**src/rtl/inv_bvult_bvmul_pkg.sv**
```systemverilog
// Shared definitions for the bvmul/bvult Skolem-check sequencer.
// Contents:
//   W_DEFAULT, CNT_W_DEFAULT : default operand width and fallback-counter width
//   state_e                  : sequencer states
//   pass_latency / cand_cycles : cycle-count helpers for the accept-to-result timing
package inv_bvult_bvmul_pkg;

  localparam int W_DEFAULT     = 4;
  localparam int CNT_W_DEFAULT = 8;

  typedef enum logic [2:0] {
    IDLE,
    SKOLEM,
    MUL,
    CHECK,
    SEARCH_MUL,
    SEARCH_CHK,
    DONE
  } state_e;

  // Cycles from the accept edge to out_valid when the Skolem candidate passes.
  function automatic int pass_latency(input int w);
    return w + 3;
  endfunction

  // Cycles spent on each exhaustive-search candidate (multiply plus compare).
  function automatic int cand_cycles(input int w);
    return w + 1;
  endfunction

endpackage

```
**src/rtl/inv_bvult_bvmul_ctrl_mul.sv**
```systemverilog
// bv_shift_add_mul: sequential LSB-first shift-add multiplier, product truncated to W bits.
// Ports:
//   clk, rst     : clock and synchronous active-high reset
//   start        : load operands and clear the accumulator (takes priority over stepping)
//   multiplicand : operand shifted left each step
//   multiplier   : operand scanned LSB first
//   busy         : a multiply is in progress (W steps after the load)
//   done         : the final step happens this cycle; prod is valid from the next cycle
//   prod         : accumulator, (multiplicand*multiplier) mod 2^W once finished
module bv_shift_add_mul #(
  parameter int W = 4
) (
  input  logic         clk,
  input  logic         rst,
  input  logic         start,
  input  logic [W-1:0] multiplicand,
  input  logic [W-1:0] multiplier,
  output logic         busy,
  output logic         done,
  output logic [W-1:0] prod
);

  localparam int CW = $clog2(W + 1);

  logic [W-1:0]  a_q, a_d;
  logic [W-1:0]  b_q, b_d;
  logic [W-1:0]  acc_q, acc_d;
  logic [CW-1:0] cnt_q, cnt_d;

  // Next-state for the datapath: a load on start, otherwise one add/shift step
  // per cycle while steps remain. Bits shifted past W-1 are simply dropped,
  // which gives the modulo-2^W product for free.
  always_comb begin
    a_d   = a_q;
    b_d   = b_q;
    acc_d = acc_q;
    cnt_d = cnt_q;
    if (start) begin
      a_d   = multiplicand;
      b_d   = multiplier;
      acc_d = '0;
      cnt_d = CW'(W);
    end else if (cnt_q != '0) begin
      if (b_q[0]) begin
        acc_d = acc_q + a_q;
      end
      a_d   = a_q << 1;
      b_d   = b_q >> 1;
      cnt_d = cnt_q - CW'(1);
    end
  end

  // Datapath registers with synchronous reset.
  always_ff @(posedge clk) begin
    if (rst) begin
      a_q   <= '0;
      b_q   <= '0;
      acc_q <= '0;
      cnt_q <= '0;
    end else begin
      a_q   <= a_d;
      b_q   <= b_d;
      acc_q <= acc_d;
      cnt_q <= cnt_d;
    end
  end

  assign busy = (cnt_q != '0);
  assign done = (cnt_q == CW'(1));
  assign prod = acc_q;

endmodule

```
**src/rtl/inv_bvult_bvmul_ctrl.sv**
```systemverilog
// inv_bvult_bvmul_ctrl: sequencer around an external Skolem function for
// "exists x: (x*s) <u t". Latches s/t, captures the Skolem candidate, certifies it
// on a shared shift-add multiplier and, if it fails, searches 1..2^W-1 then 0.
// Ports:
//   clk, rst              : clock, synchronous active-high reset
//   in_valid / in_ready   : request handshake (in_ready only in IDLE)
//   s_in, t_in            : operand s and bound t, sampled on acceptance
//   sk_s, sk_t            : registered operands presented to the Skolem netlist
//   sk_x                  : Skolem candidate (combinational from sk_s/sk_t)
//   out_valid / out_ready : result handshake, result held until consumed
//   x_out, found          : certified witness, or found=0 / x_out=0 when t==0
//   used_fallback         : Skolem candidate failed and the search produced the result
//   fail_cnt              : saturating count of Skolem candidate failures
module inv_bvult_bvmul_ctrl
  import inv_bvult_bvmul_pkg::*;
#(
  parameter int W     = W_DEFAULT,
  parameter int CNT_W = CNT_W_DEFAULT
) (
  input  logic             clk,
  input  logic             rst,
  input  logic             in_valid,
  output logic             in_ready,
  input  logic [W-1:0]     s_in,
  input  logic [W-1:0]     t_in,
  output logic [W-1:0]     sk_s,
  output logic [W-1:0]     sk_t,
  input  logic [W-1:0]     sk_x,
  output logic             out_valid,
  input  logic             out_ready,
  output logic [W-1:0]     x_out,
  output logic             found,
  output logic             used_fallback,
  output logic [CNT_W-1:0] fail_cnt
);

  state_e             state_q, state_d;
  logic [W-1:0]       sk_s_q, sk_s_d;
  logic [W-1:0]       sk_t_q, sk_t_d;
  logic [W-1:0]       cand_q, cand_d;
  logic [W-1:0]       x_out_q, x_out_d;
  logic               found_q, found_d;
  logic               fb_q, fb_d;
  logic               out_valid_q, out_valid_d;
  logic [CNT_W-1:0]   fail_cnt_q, fail_cnt_d;

  logic               mul_start;
  logic [W-1:0]       mul_b;
  logic               mul_busy;
  logic               mul_done;
  logic [W-1:0]       mul_prod;
  logic               prod_lt_t;

  // One multiplier serves both the Skolem check and every search candidate;
  // the operand s is always the latched sk_s.
  bv_shift_add_mul #(.W(W)) u_mul (
    .clk          (clk),
    .rst          (rst),
    .start        (mul_start),
    .multiplicand (sk_s_q),
    .multiplier   (mul_b),
    .busy         (mul_busy),
    .done         (mul_done),
    .prod         (mul_prod)
  );

  assign prod_lt_t = (mul_prod < sk_t_q);

  // Next-state and datapath control. Each multiply is launched in the cycle that
  // chooses the candidate, so the multiplier loads on the same edge that cand
  // is registered. out_valid lags entry into DONE by one cycle, giving the
  // result registers a settled cycle before they are presented.
  always_comb begin
    state_d     = state_q;
    sk_s_d      = sk_s_q;
    sk_t_d      = sk_t_q;
    cand_d      = cand_q;
    x_out_d     = x_out_q;
    found_d     = found_q;
    fb_d        = fb_q;
    out_valid_d = 1'b0;
    fail_cnt_d  = fail_cnt_q;
    mul_start   = 1'b0;
    mul_b       = cand_q;

    case (state_q)
      IDLE: begin
        if (in_valid) begin
          sk_s_d  = s_in;
          sk_t_d  = t_in;
          state_d = SKOLEM;
        end
      end

      SKOLEM: begin
        cand_d    = sk_x;
        mul_start = 1'b1;
        mul_b     = sk_x;
        state_d   = MUL;
      end

      MUL: begin
        if (mul_busy && mul_done) begin
          state_d = CHECK;
        end
      end

      CHECK: begin
        if (prod_lt_t) begin
          x_out_d = cand_q;
          found_d = 1'b1;
          fb_d    = 1'b0;
          state_d = DONE;
        end else begin
          if (fail_cnt_q != {CNT_W{1'b1}}) begin
            fail_cnt_d = fail_cnt_q + CNT_W'(1);
          end
          cand_d    = W'(1);
          mul_start = 1'b1;
          mul_b     = W'(1);
          state_d   = SEARCH_MUL;
        end
      end

      SEARCH_MUL: begin
        if (mul_busy && mul_done) begin
          state_d = SEARCH_CHK;
        end
      end

      SEARCH_CHK: begin
        if (prod_lt_t) begin
          x_out_d = cand_q;
          found_d = 1'b1;
          fb_d    = 1'b1;
          state_d = DONE;
        end else if (cand_q == '0) begin
          // Zero is tried last; if even x=0 fails then t==0 and no witness exists.
          x_out_d = '0;
          found_d = 1'b0;
          fb_d    = 1'b1;
          state_d = DONE;
        end else begin
          cand_d    = cand_q + W'(1);
          mul_start = 1'b1;
          mul_b     = cand_q + W'(1);
          state_d   = SEARCH_MUL;
        end
      end

      DONE: begin
        out_valid_d = 1'b1;
        if (out_valid_q && out_ready) begin
          out_valid_d = 1'b0;
          state_d     = IDLE;
        end
      end

      default: begin
        state_d = IDLE;
      end
    endcase
  end

  // State and result registers; a reset at any point abandons the request.
  always_ff @(posedge clk) begin
    if (rst) begin
      state_q     <= IDLE;
      sk_s_q      <= '0;
      sk_t_q      <= '0;
      cand_q      <= '0;
      x_out_q     <= '0;
      found_q     <= 1'b0;
      fb_q        <= 1'b0;
      out_valid_q <= 1'b0;
      fail_cnt_q  <= '0;
    end else begin
      state_q     <= state_d;
      sk_s_q      <= sk_s_d;
      sk_t_q      <= sk_t_d;
      cand_q      <= cand_d;
      x_out_q     <= x_out_d;
      found_q     <= found_d;
      fb_q        <= fb_d;
      out_valid_q <= out_valid_d;
      fail_cnt_q  <= fail_cnt_d;
    end
  end

  assign in_ready      = (state_q == IDLE);
  assign sk_s          = sk_s_q;
  assign sk_t          = sk_t_q;
  assign out_valid     = out_valid_q;
  assign x_out         = x_out_q;
  assign found         = found_q;
  assign used_fallback = fb_q;
  assign fail_cnt      = fail_cnt_q;

endmodule
```
**config.mk**
```make
export PLATFORM = sky130hd
export DESIGN_NAME = inv_bvult_bvmul_ctrl
export DESIGN_NICKNAME = d
export VERILOG_FILES = /design/src/rtl/inv_bvult_bvmul_pkg.sv /design/src/rtl/inv_bvult_bvmul_ctrl_mul.sv /design/src/rtl/inv_bvult_bvmul_ctrl.sv
export SDC_FILE = /design/constraint.sdc
export NUM_CORES = 1
export LEC_CHECK = 0
export ABC_AREA = 1
export BUFFER_PORTS_ARGS = -buffer_cell sky130_fd_sc_hd__buf_2
export CAP_MARGIN = 30
export CORE_MARGIN = 2
export CORE_UTILIZATION = 56
export DETAILED_ROUTE_END_ITERATION = 7
export PLACE_DENSITY = 0.78
export SLEW_MARGIN = 25
export SYNTH_ARGS = -nofsm -noshare
export SYNTH_HDL_FRONTEND = slang
export SYNTH_SLANG_ARGS = --single-unit
```
**constraint.sdc**
```tcl
create_clock -name clk -period 2.2 [get_ports clk]
set_clock_uncertainty 0.1 [all_clocks]
set_input_delay 0.44 -clock clk [delete_from_list [all_inputs] [get_ports clk]]
set_output_delay 0.44 -clock clk [all_outputs]
set_load 0.01 [all_outputs]
```
==> results.txt <==
Switching part of the total power: 42.6%
Clk sinks: 45
Global placer's final weighted congestion: 0.830
Post-route ant nets: 0
NumNets Final: 395
Global-route wire length before repair: 8.12 mm
GRT overflow: 0
Worst hold start: t_in[0]
Maximum root-to-sink buffer count: 2
Post-synthesis sequential area ratio: 38.5%
DIE AREA: 4720 um^2
# rows: 23
Layout area overhead: 15.4%
MaxCap Viol Count: 0
# diodes: 0
Slew Limit Fails: 0
Crit end category: flip-flop
Synth unique cells: 31
Starting DRT DRC Count: 153
Final core utilization: 67.6%
Number of global-route vias before repair: 1920
Critical-path cell list: inv_1, ha_1, nand2_1, inv_1, nand2_1, nand2_4, nand3_4, nand3_4, buf_4, o21ai_2, a21oi_2
Core Area: 4000 um^2
Crit-path max FO: 7
Delay-heaviest family, CP: simple AND/OR/NAND/NOR gates
XOR/XNOR Fraction of Synth Area: 1.87%
Post-synthesis compound-gate area fraction: 15.0%
Post-synthesis mux area share: 0%
WL final: 5.00 mm
Drt pass-1 iters: 4
# setup viols final: 0
Syn nets: 349
Drt wl/cell: 12.0 um
Post-route setup TNS: 0 ps
Yosys reg bits: 45
Final Hold Fails: 0
Start point of the critical path: sk_t[3]
Clk Latency, worst-skew pair: 300 ps
Clock root buffer: clkbuf_8
Hpwl dp: 3.68 mm
Hold Path Class: input port to flip-flop
Worst EP required: 2290 ps
RSZ-0062 raised after global routing: false
Worst r2r dst: u_mul.a_q[2]
Via count: 2121
Area occupied by multi-input gates: 1220 um^2
Clock H-tree levels: 2
WS Path Type: flip-flop to flip-flop
Most frequent cells in the layout: 67 x nand2_1, 45 x inv_1, 45 x dfxtp_1, 39 x buf_2, 28 x a21oi_1
Highest cell delay on the worst timing path: 340 ps
Hold path endpoint: sk_t[0]
Fillcell total: 346
Synth Warn #: 0
Clock share of power: 17.4%
PD cells: 1060 nW/um^2
GRT Total Usage: 22.9%
Synth Area in Simple Gates: 27.5%
PortBufs: 39
Most common cell after layout, fill and taps aside: nand2_1
Die H: 68.7 um
Sw Pwr: 1220 uW
Total CTS buffers: 5
Worst-path clk slew: 80 ps
Leak: 0.00124 uW
Share of total power in combinational logic: 44.4%
Buf+Inv Stages, Crit Path: 3
Crit path arrival time: 2070 ps
Min-Delay Path Depth: 3
CTS tree: yes
Slowest cell on crit path: dfxtp_1
Worst-Margin Slew: 627 ps
Fmax achieved: 0.506 GHz
Sequential Power Share: 38.2%
Io pins: 40
Post-Synth Adder-Cell Area: 7.26%
Largest family of logic cells by synthesized area: simple AND/OR/NAND/NOR gates
Cell Area, Synth: 2340 um^2
Tcrit/Tclk final: 89.9%
Mapped Cells: 320
Largest net degree at the start of global routing: 22
Drt via density: 5.09
Relative slew slack: 58.2%
Peak VDD IR: 0.000700 V
Outcome: finished, final reports clean
Worst R2R Start: sk_t[3]
R2r setup slk: 220 ps
Share of cells above drive strength 1: 23.4%
DRC viols: 0
Initial antenna violation count: 0
Post-Syn Area per Cell: 7.32 um^2
Register area: 901 um^2
Tmin final: 1980 ps
Initial Util: 58.6%
Int Power: 1650 uW
Pwr Total: 2870 uW
FF-to-FF path depth: 11
Die Wd: 68.7 um
Startpoint Class: flip-flop
## sequential cells by signal, indices dropped and copies added, names as in the netlist
name           flops
cand_q             4
fail_cnt           8
found              1
out_valid          1
sk_s               4
sk_t               4
state_q            3
u_mul.a_q          4
u_mul.b_q          4
u_mul.cnt_q        3
u_mul.prod         4
used_fallback      1
x_out              4
## cell type report
cell class / instances / share of cell area [%]
timing repair buffer: 45 / 8.89
clock buffer: 6 / 2.69
inverter: 53 / 7.36
clock inverter: 2 / 0.370
sequential: 45 / 33.3
multi-input combinational: 216 / 45.0
tap: 50 / 2.31
## stage by stage
step	hold WS [ps]	instance area, um^2	cells	worst slack [ps]
2_1_floorplan	358	2340	320	268
3_3_place_gp	349	2590	406	277
4_1_cts	301	2670	414	187
3_5_place_dp	354	2590	406	209
6_report	307	2700	417	222
5_1_grt	323	2700	417	86.9
## cell usage after synthesis
master    number  share of area [%]
clkbuf_1       4               0.64
nor3_1         2               0.43
o21ai_2        2               0.75
o21ai_1        8                1.7
ha_1          12                6.4
nor3_2         2               0.85
inv_2          8                1.3
dfxtp_1       45                 38
a21oi_2        4                1.5
nor2_2         6                1.6
o21ai_0       15                3.2
fa_1           1               0.85
nand3_2        2               0.85
buf_8          1               0.64
nand2_4        1               0.48
xor2_1         2               0.75
o221ai_1       1               0.37
buf_1          1               0.16
xnor2_1        3                1.1
a21oi_1       29                6.2
nand4_1        4                1.1
nor4_1         1               0.27
nor2_1        26                4.2
nand2_2        4                1.1
or2_2          1               0.27
inv_1         45                7.2
a211oi_1       3               0.96
nand3_4        3                2.2
nand3_1       16                3.4
nand2_1       67                 11
o21a_1         1               0.32
## routing by layer
| metal | share of wire (%) | global-route usage [%] | vias up | wire [um] |
|---|---|---|---|---|
| li1 | - | - | 1114 | - |
| met1 | 47 | 28.3 | 954 | 2370 |
| met2 | 47 | 39.4 | 46 | 2340 |
| met3 | 4.0 | 3.57 | 7 | 201 |
| met4 | 1.6 | 9.50 | 0 | 82 |
| met5 | 0 | 0 | - | 0 |
## power by group through the flow
stage / Combinational [uW] / Clock (uW) / Sequential, uW
floorplan: 920 / 0 / 1110
global placement: 1180 / 0 / 1110
detailed placement: 1210 / 0 / 1110
CTS: 1220 / 508 / 1100
global route: 1460 / 535 / 1120
finish: 1280 / 500 / 1100
## cells by family (layout without fill, tap and decap cells)
| group | Yosys count | after routing |
|---|---|---|
| AO/OA/AOI/OAI | 63 | 63 |
| AND/OR/NAND/NOR | 135 | 135 |
| flip-flops | 45 | 45 |
| buffers and inverters | 59 | 106 |
| XOR/XNOR | 5 | 5 |
| adder cells (fa/ha/maj) | 13 | 13 |
## repair_timing
action                                  CTS  global route
setup buffers                             0             3
resized for setup                         0             2
endpoints found under the setup margin    0             2
hold buffers                              0             0
## how the worst max path moves through the flow
stage / slack [ps] / cells past startpoint / to
global route: 90 / 11 / u_mul.prod[2]
detailed placement: 210 / 9 / u_mul.cnt_q[1]
global placement: 280 / 9 / u_mul.prod[2]
floorplan: 270 / 9 / u_mul.a_q[2]
finish: 220 / 11 / u_mul.a_q[2]
CTS: 190 / 9 / u_mul.cnt_q[1]
## worst reg2reg max path: stages (launching register included)
cell and delay (ps):
dfxtp_1 340, inv_1 60, ha_1 330, nand2_1 70, inv_1 30, nand2_1 150
nand2_4 130, nand3_4 130, nand3_4 130, buf_4 180, o21ai_2 150, a21oi_2 70
No activity file was read; power rests on OpenSTA's default activity.
